### src/rtl/phys_reg_free_list_if.sv
// Rename/commit side of the physical register free list:
// alloc pop, free push and occupancy/status.
interface phys_reg_free_list_if #(
    parameter int PREG_NUM  = 64,
    parameter int ARCH_NUM  = 32,
    parameter int TAG_WIDTH = 6
);
    localparam int DEPTH = PREG_NUM - ARCH_NUM;
    localparam int CNT_W = $clog2(DEPTH + 1);

    logic                 alloc_req_i;
    logic                 alloc_valid_o;
    logic [TAG_WIDTH-1:0] alloc_tag_o;
    logic                 free_en_i;
    logic [TAG_WIDTH-1:0] free_tag_i;
    logic [CNT_W-1:0]     count_o;
    logic                 empty_o;
    logic                 full_o;
    logic                 err_o;

    modport master (
        output alloc_req_i,
        input  alloc_valid_o,
        input  alloc_tag_o,
        output free_en_i,
        output free_tag_i,
        input  count_o,
        input  empty_o,
        input  full_o,
        input  err_o
    );

    modport slave (
        input  alloc_req_i,
        output alloc_valid_o,
        output alloc_tag_o,
        input  free_en_i,
        input  free_tag_i,
        output count_o,
        output empty_o,
        output full_o,
        output err_o
    );
endinterface

### src/rtl/phys_reg_free_list.sv
// Circular FIFO of free physical-register tags; reset preloads
// every non-architectural tag so rename can allocate at once.
module phys_reg_free_list #(
    parameter int PREG_NUM  = 64,
    parameter int ARCH_NUM  = 32,
    parameter int TAG_WIDTH = 6
) (
    input  logic                  clk,
    input  logic                  rst,
    phys_reg_free_list_if.slave   fl
);
    localparam int DEPTH = PREG_NUM - ARCH_NUM;
    localparam int PTR_W = $clog2(DEPTH);
    localparam int CNT_W = $clog2(DEPTH + 1);

    localparam logic [PTR_W-1:0] PTR_LAST = PTR_W'(DEPTH - 1);
    localparam logic [CNT_W-1:0] CNT_FULL = CNT_W'(DEPTH);

    logic [TAG_WIDTH-1:0] entry [DEPTH];
    logic [PTR_W-1:0]     head;
    logic [PTR_W-1:0]     tail;
    logic [CNT_W-1:0]     count;
    logic                 err;

    logic                 is_empty;
    logic                 is_full;
    logic                 pop_ok;
    logic                 push_ok;
    logic                 bad_op;
    logic [PTR_W-1:0]     head_nxt;
    logic [PTR_W-1:0]     tail_nxt;
    logic [CNT_W-1:0]     count_nxt;

    assign is_empty = (count == '0);
    assign is_full  = (count == CNT_FULL);

    // A full list may accept a push only when a pop frees a slot
    // in the same cycle; an empty list never bypasses a push.
    assign pop_ok  = fl.alloc_req_i && !is_empty;
    assign push_ok = fl.free_en_i && (!is_full || pop_ok);
    assign bad_op  = (fl.alloc_req_i && is_empty)
                   || (fl.free_en_i && !push_ok);

    assign head_nxt = (head == PTR_LAST) ? '0 : head + 1'b1;
    assign tail_nxt = (tail == PTR_LAST) ? '0 : tail + 1'b1;

    always_comb begin
        count_nxt = count;
        unique case ({push_ok, pop_ok})
            2'b10:   count_nxt = count + 1'b1;
            2'b01:   count_nxt = count - 1'b1;
            default: count_nxt = count;
        endcase
    end

    always_ff @(posedge clk) begin
        if (rst) begin
            head  <= '0;
            tail  <= '0;
            count <= CNT_FULL;
            err   <= 1'b0;
        end else begin
            if (pop_ok)
                head <= head_nxt;
            if (push_ok)
                tail <= tail_nxt;
            count <= count_nxt;
            if (bad_op)
                err <= 1'b1;
        end
    end

    always_ff @(posedge clk) begin
        if (rst) begin
            for (int i = 0; i < DEPTH; i++)
                entry[i] <= TAG_WIDTH'(ARCH_NUM + i);
        end else if (push_ok) begin
            entry[tail] <= fl.free_tag_i;
        end
    end

    assign fl.alloc_valid_o = !is_empty;
    assign fl.alloc_tag_o   = is_empty ? '0 : entry[head];
    assign fl.count_o       = count;
    assign fl.empty_o       = is_empty;
    assign fl.full_o        = is_full;
    assign fl.err_o         = err;
endmodule
### src/flat_wrapper.sv
// flat-port wrapper written by rule: the top's interface ports become plain ports
module phys_reg_free_list_flat 
#(
    parameter int PREG_NUM  = 64,
    parameter int ARCH_NUM  = 32,
    parameter int TAG_WIDTH = 6
)
  (clk, rst, fl_alloc_req_i, fl_alloc_valid_o, fl_alloc_tag_o, fl_free_en_i, fl_free_tag_i, fl_count_o, fl_empty_o, fl_full_o, fl_err_o);
  phys_reg_free_list_if #(.PREG_NUM(PREG_NUM), .ARCH_NUM(ARCH_NUM), .TAG_WIDTH(TAG_WIDTH)) fl_i ();
  input  logic clk;
  input  logic rst;
  input wire logic [$bits(fl_i.alloc_req_i)-1:0] fl_alloc_req_i;
  output wire logic [$bits(fl_i.alloc_valid_o)-1:0] fl_alloc_valid_o;
  output wire logic [$bits(fl_i.alloc_tag_o)-1:0] fl_alloc_tag_o;
  input wire logic [$bits(fl_i.free_en_i)-1:0] fl_free_en_i;
  input wire logic [$bits(fl_i.free_tag_i)-1:0] fl_free_tag_i;
  output wire logic [$bits(fl_i.count_o)-1:0] fl_count_o;
  output wire logic [$bits(fl_i.empty_o)-1:0] fl_empty_o;
  output wire logic [$bits(fl_i.full_o)-1:0] fl_full_o;
  output wire logic [$bits(fl_i.err_o)-1:0] fl_err_o;
  assign fl_i.alloc_req_i = fl_alloc_req_i;
  assign fl_alloc_valid_o = fl_i.alloc_valid_o;
  assign fl_alloc_tag_o = fl_i.alloc_tag_o;
  assign fl_i.free_en_i = fl_free_en_i;
  assign fl_i.free_tag_i = fl_free_tag_i;
  assign fl_count_o = fl_i.count_o;
  assign fl_empty_o = fl_i.empty_o;
  assign fl_full_o = fl_i.full_o;
  assign fl_err_o = fl_i.err_o;
  phys_reg_free_list #(.PREG_NUM(PREG_NUM), .ARCH_NUM(ARCH_NUM), .TAG_WIDTH(TAG_WIDTH)) u_core (.clk(clk), .rst(rst), .fl(fl_i));
endmodule
### config.mk
export PLATFORM = sky130hd
export DESIGN_NAME = phys_reg_free_list_flat
export DESIGN_NICKNAME = d
export VERILOG_FILES = /design/src/rtl/phys_reg_free_list_if.sv /design/src/rtl/phys_reg_free_list.sv /design/src/flat_wrapper.sv
export SDC_FILE = /design/constraint.sdc
export NUM_CORES = 1
export LEC_CHECK = 0
export ABC_AREA = 0
export CORE_ASPECT_RATIO = 0.8
export CORE_MARGIN = 2
export CORE_UTILIZATION = 40
export CTS_CLUSTER_DIAMETER = 100
export DETAILED_ROUTE_END_ITERATION = 16
export MAX_ROUTING_LAYER = met4
export PLACE_DENSITY = 0.6
export SLEW_MARGIN = 10
export SYNTH_ARGS = -nofsm -noshare
export SYNTH_HDL_FRONTEND = slang
export SYNTH_SLANG_ARGS = --single-unit
### constraint.sdc
create_clock -name clk -period 6 [get_ports clk]
set_input_delay 1.8 -clock clk [delete_from_list [all_inputs] [get_ports clk]]
set_output_delay 1.8 -clock clk [all_outputs]
set_load 0.005 [all_outputs]
### Yosys cells after proc, flatten, opt, wreduce, memory -nomap -nowiden

Memories as Yosys holds them, arrays and structs flattened. A register that Yosys moved wholly into a read port is not among the register bits.
Index checks and enable logic that the tools add are counted.

* output and inout port bits: 16
* memories kept: 1
* register bits after elaboration: 17
* word-level logic and storage cells: 40
* memory bits (writable): 192
* input bits: 10

* reductions and logical operators: 12
* mux-type cells: 14
* equality and inequality tests: 5
* add/sub/neg operators: 4

Memories
* u_core.entry: depth 32, width 6, read ports 1, clocked after Yosys merged registers in 1, wr ports 32, RTL line phys_reg_free_list.sv:19 `logic [TAG_WIDTH-1:0] entry [DEPTH];`

Operator list (count)
* 2-to-1 mux 5 bit: 5
* 2-to-1 mux 6 bit: 2
* one-hot mux 6 bit (2 select lines): 1
* adder 5 x 1 -> 5 bit (second input constant): 2
* == test 5 bit (second input constant): 2
* adder 6 x 1 -> 6 bit (second input constant): 1
* == test 6 bit (second input constant): 1
* zero test 6 bit: 1
* 2-to-1 mux 1 bit: 6
* OR reduction 6 bit: 1
* subtractor 6 x 1 -> 6 bit (second input constant): 1
* logical AND 1 bit: 4
* zero test 1 bit: 3
* == test 2 x 1 -> 1 bit (second input constant): 1
* == test 2 bit (second input constant): 1
* logical OR 1 bit: 2
* nonzero test 2 bit: 1

### Depth between registers and ports, before layout

* word-level depth: 10
* depth in mapped cells: 12
* mapped depth without buffers: 10

### Worst setup path after synthesis

No wires, ideal clock.

* path kind: reg-to-output
* from: register (tool-made name)
* to: output fl_alloc_tag_o[0]
* path buffers: 3
* stages on the path, launching flop included: 7
* data arrival time: 2130 ps
* data required time: 4200 ps
* setup slack: 2070 ps
* cell sequence: dfxtp_1 buf_2 buf_4 buf_2 mux4_2 mux4_2 o21a_1

RTL lines
* end, declared: RTL line flat_wrapper.sv:14 `output wire logic [$bits(fl_i.alloc_tag_o)-1:0] fl_alloc_tag_o;`

==> summary.md <==
| Metric | Value |
|---|---|
| Status | finished, final reports clean |
| Syn. warnings | 0 |
| Antenna violations before repair | 0 |
| Clock period minus worst slack | ~5000 ps |
| I/O pin cnt | 26 |
| Commonest non-fill, non-tap cells in the layout | edfxtp_1, nor2_1, nand3_1 |
| Sequential fraction of the synthesis area | 0.6101 |
| Crit Path Class | register to output pin |
| PortBufs | 25 |
| Worst-skew pair later-pin latency | 520 ps |
| Crit path DAT | roughly 3300 ps |
| Mapped cell area | between 10,000 and 15,000 sq um |
| # fillers | ~2,300 |
| Max-cap violations | 0 |
| Mean Syn Cell Area | about 13 sq um |
| Clock Skew | about 15 ps |
| Worst Setup Start Kind | register |
| Setup TNS | 0 ps |
| TritonCTS Buffers | 24 |
| Die Y | around 150 microns |
| Initial core utilization | 0.4050 |
| DRT Wirelength | about 25,000 microns |
| CTS tree | done |
| Site row count | 52 |
| R2R setup slack | between 2000 and 3000 ps |
| Die area | between 20,000 and 30,000 sq um |
| Async set or reset register ratio after synthesis | 0 |
| H-tree levels | 1 |
| DRC viols | 0 |
| Die Wd | approximately 180 microns |
| Dpl ws | around 1300 ps |
| Worst r2r src | u_core.fl.count_o[1] |
| First-pass GRT wire length | slightly below 40,000 microns |
| Hpwl dp | around 16,000 microns |
| Nets@finish | just under 800 |
| Total gr overflow | 0 |
| Commonest non-fill, non-tap cell in the layout | edfxtp_1 |
| Unrepaired setup endpoints after global routing | no |
| Area grow syn2layout | 11.33% |
| Fin crit share | 0.8534 |
| Total number of vias | ~6,400 |
| Initial DRC count | ~610 |
| Vias in the first global route | approximately 6,200 |
| Clock input transition at the sequential cells of the worst setup and hold paths | 60 ps |
| Reg-to-reg endpoint | u_core.fl.count_o[5] |
| Lkg Pwr | around 0.0033 uW |
| Ant diodes | 0 |
| Slew HR | 0.3768 |
| Required time of the critical path | roughly 4200 ps |
| Tot GR Track Use | 0.1970 |
| Antenna-violating nets left | 0 |
| Pwr Density | slightly above 300 nW/um^2 |
| Post-CTS setup buffers | 0 |
| Hold Path Origin | u_core.fl.err_o |
| First-pass iteration count of the detailed router | 5 |
| Min-Delay Endpoint | u_core.fl.err_o |
| Clock Tree Root | clkbuf_16 |
| Worst-Margin Slew | about 930 ps |
| Post-Synthesis Cells | 778 |
| Max Clk Rate | about 0.2 GHz |
| Crit Path Max Fanout | 15 |
| Clock Path Buffers | 3 |
| Hold_buf cts | 0 |
| Hold slack | between 400 and 500 ps |
| EDFF count, synth | ~190 |
| Final Hold Violating Endpoints | 0 |
| Hold WC Path Type | register to register |
| Core area | 25,110 sq um |
| Pin count of the biggest net entering global routing | 50 |
| Max-slew violations | 0 |
| Main synth FF type | edfxtp_1 |
| Setup slack after layout | just under 900 ps |
| Drt via density | approximately 5.7 |
| Layout cells sized above 1 | 0.1715 |
| Gpl congestion | 0.8523 |
| VDD IR max | ~0.18 mV |
| Reg2Reg Depth | 10 |
| Seq cells post-synth | 214 |
| Yosys cell types | 53 |
| Post-CTS sizing | 0 |
| Crit. End Element | output pin |
| Net count after synthesis | 800 |
| Cells on Worst Hold Path | 2 |
| Final setup vio count | 0 |
| Wire per inst | around 23 microns |
| Clock sink count | ~210 |
cells by family after synthesis:
| group | Yosys count | share of synthesized area |
|---|---|---|
| AOI/OAI and AO/OA | 56 | 0.03715 |
| xor gates and xnor gates | 2 | 0.001722 |
| adders and majority gates | 12 | 0.01550 |
| buffers and inverters | 84 | 0.03788 |
| DFF | 214 | 0.6101 |
| muxes | 69 | 0.1321 |
| and+or+nand+nor | 341 | 0.1656 |
per-layer routing:
metal	part of all wire	track usage	up-vias
li1	-	-	2894
met1	0.47	0.3027	3231
met2	0.45	0.2807	217
met3	0.064	0.02619	32
met4	0.018	0.03952	0
met5	0	-	-
state kept, by name, indices dropped and copies added (netlist names), named ones only:
signal and cells:
u_core.fl.err_o 1, u_core.tail 5, u_core.entry 192, u_core.fl.count_o 6, u_core.head 5
cell usage after synthesis, types with 3 or more instances:
| cell | n | area [sq um] |
|---|---|---|
| o22ai_1 | 4 | 25.02 |
| nand2b_1 | 30 | 187.7 |
| nand3_1 | 66 | 330.3 |
| a2111oi_0 | 3 | 26.28 |
| a211oi_1 | 3 | 22.52 |
| buf_4 | 4 | 30.03 |
| or2_2 | 23 | 143.9 |
| o21a_1 | 3 | 22.52 |
| a21oi_1 | 14 | 70.07 |
| inv_1 | 13 | 48.80 |
| nor3_1 | 35 | 175.2 |
| a31oi_1 | 3 | 18.77 |
| clkbuf_1 | 45 | 168.9 |
| buf_6 | 5 | 56.30 |
| and3_1 | 7 | 43.79 |
| buf_1 | 3 | 11.26 |
| buf_2 | 14 | 70.07 |
| a21o_1 | 3 | 22.52 |
| or4_1 | 3 | 22.52 |
| nor2_1 | 85 | 319.1 |
| mux2i_1 | 15 | 150.1 |
| edfxtp_1 | 192 | 5766 |
| ha_1 | 11 | 137.6 |
| dfxtp_1 | 22 | 440.4 |
| or3_1 | 15 | 93.84 |
| nand2_1 | 59 | 221.5 |
| o21ai_0 | 10 | 50.05 |
| nor3b_1 | 3 | 22.52 |
| mux4_2 | 52 | 1171 |
critical path, cell delays in order (launching register included):
cell and delay [ps]:
dfxtp_2 610, buf_4 300, buf_4 320, mux4_2 290
mux2i_1 60, a2111oi_0 600, clkdlybuf4s50_1 610
cell type report:
| cell class | count | area (sq um) | area share |
|---|---|---|---|
| Clock buffer | 34 | 679.4 | 0.05999 |
| Clock inverter | 7 | 38.79 | 0.003425 |
| Inverter | 13 | 48.80 | 0.004309 |
| Multi-Input combinational cell | 480 | 3581 | 0.3162 |
| Sequential cell | 214 | 6208 | 0.5482 |
| Tap cell | 324 | 405.4 | 0.03580 |
| Timing Repair Buffer | 39 | 362.8 | 0.03204 |
per-stage QoR:
| stage | instances | util | total power [uW] | instance area, sq um |
|---|---|---|---|---|
| after floorplan | 778 | - | 1966 | 10170 |
| after global placement | 1070 | 0.4223 | 2101 | 10610 |
| after detailed placement | 1070 | 0.4223 | 2106 | 10610 |
| after CTS | 1111 | 0.4509 | 3460 | 11320 |
| after global routing | 1111 | 0.4509 | 3553 | 11320 |
| final | 1111 | 0.4509 | 3440 | 11320 |
how the worst max path moves through the flow:
stage                                   end  depth (start not counted)
after CTS                 fl_alloc_tag_o[4]                          6
after detailed placement  fl_alloc_tag_o[4]                          6
final                     fl_alloc_tag_o[4]                          6
after global routing      fl_alloc_tag_o[3]                          8
after floorplan           fl_alloc_tag_o[0]                          6
after global placement    fl_alloc_tag_o[3]                          8
power by group:
part / switching [uW] / total, uW / leakage [uW] / internal (uW)
clock: 583 / 1370 / 0.000350 / 784
sequential: 40.5 / 1700 / 0.00177 / 1660
combinational: 210 / 376 / 0.00123 / 166
No activity file was read; power rests on OpenSTA's default activity.
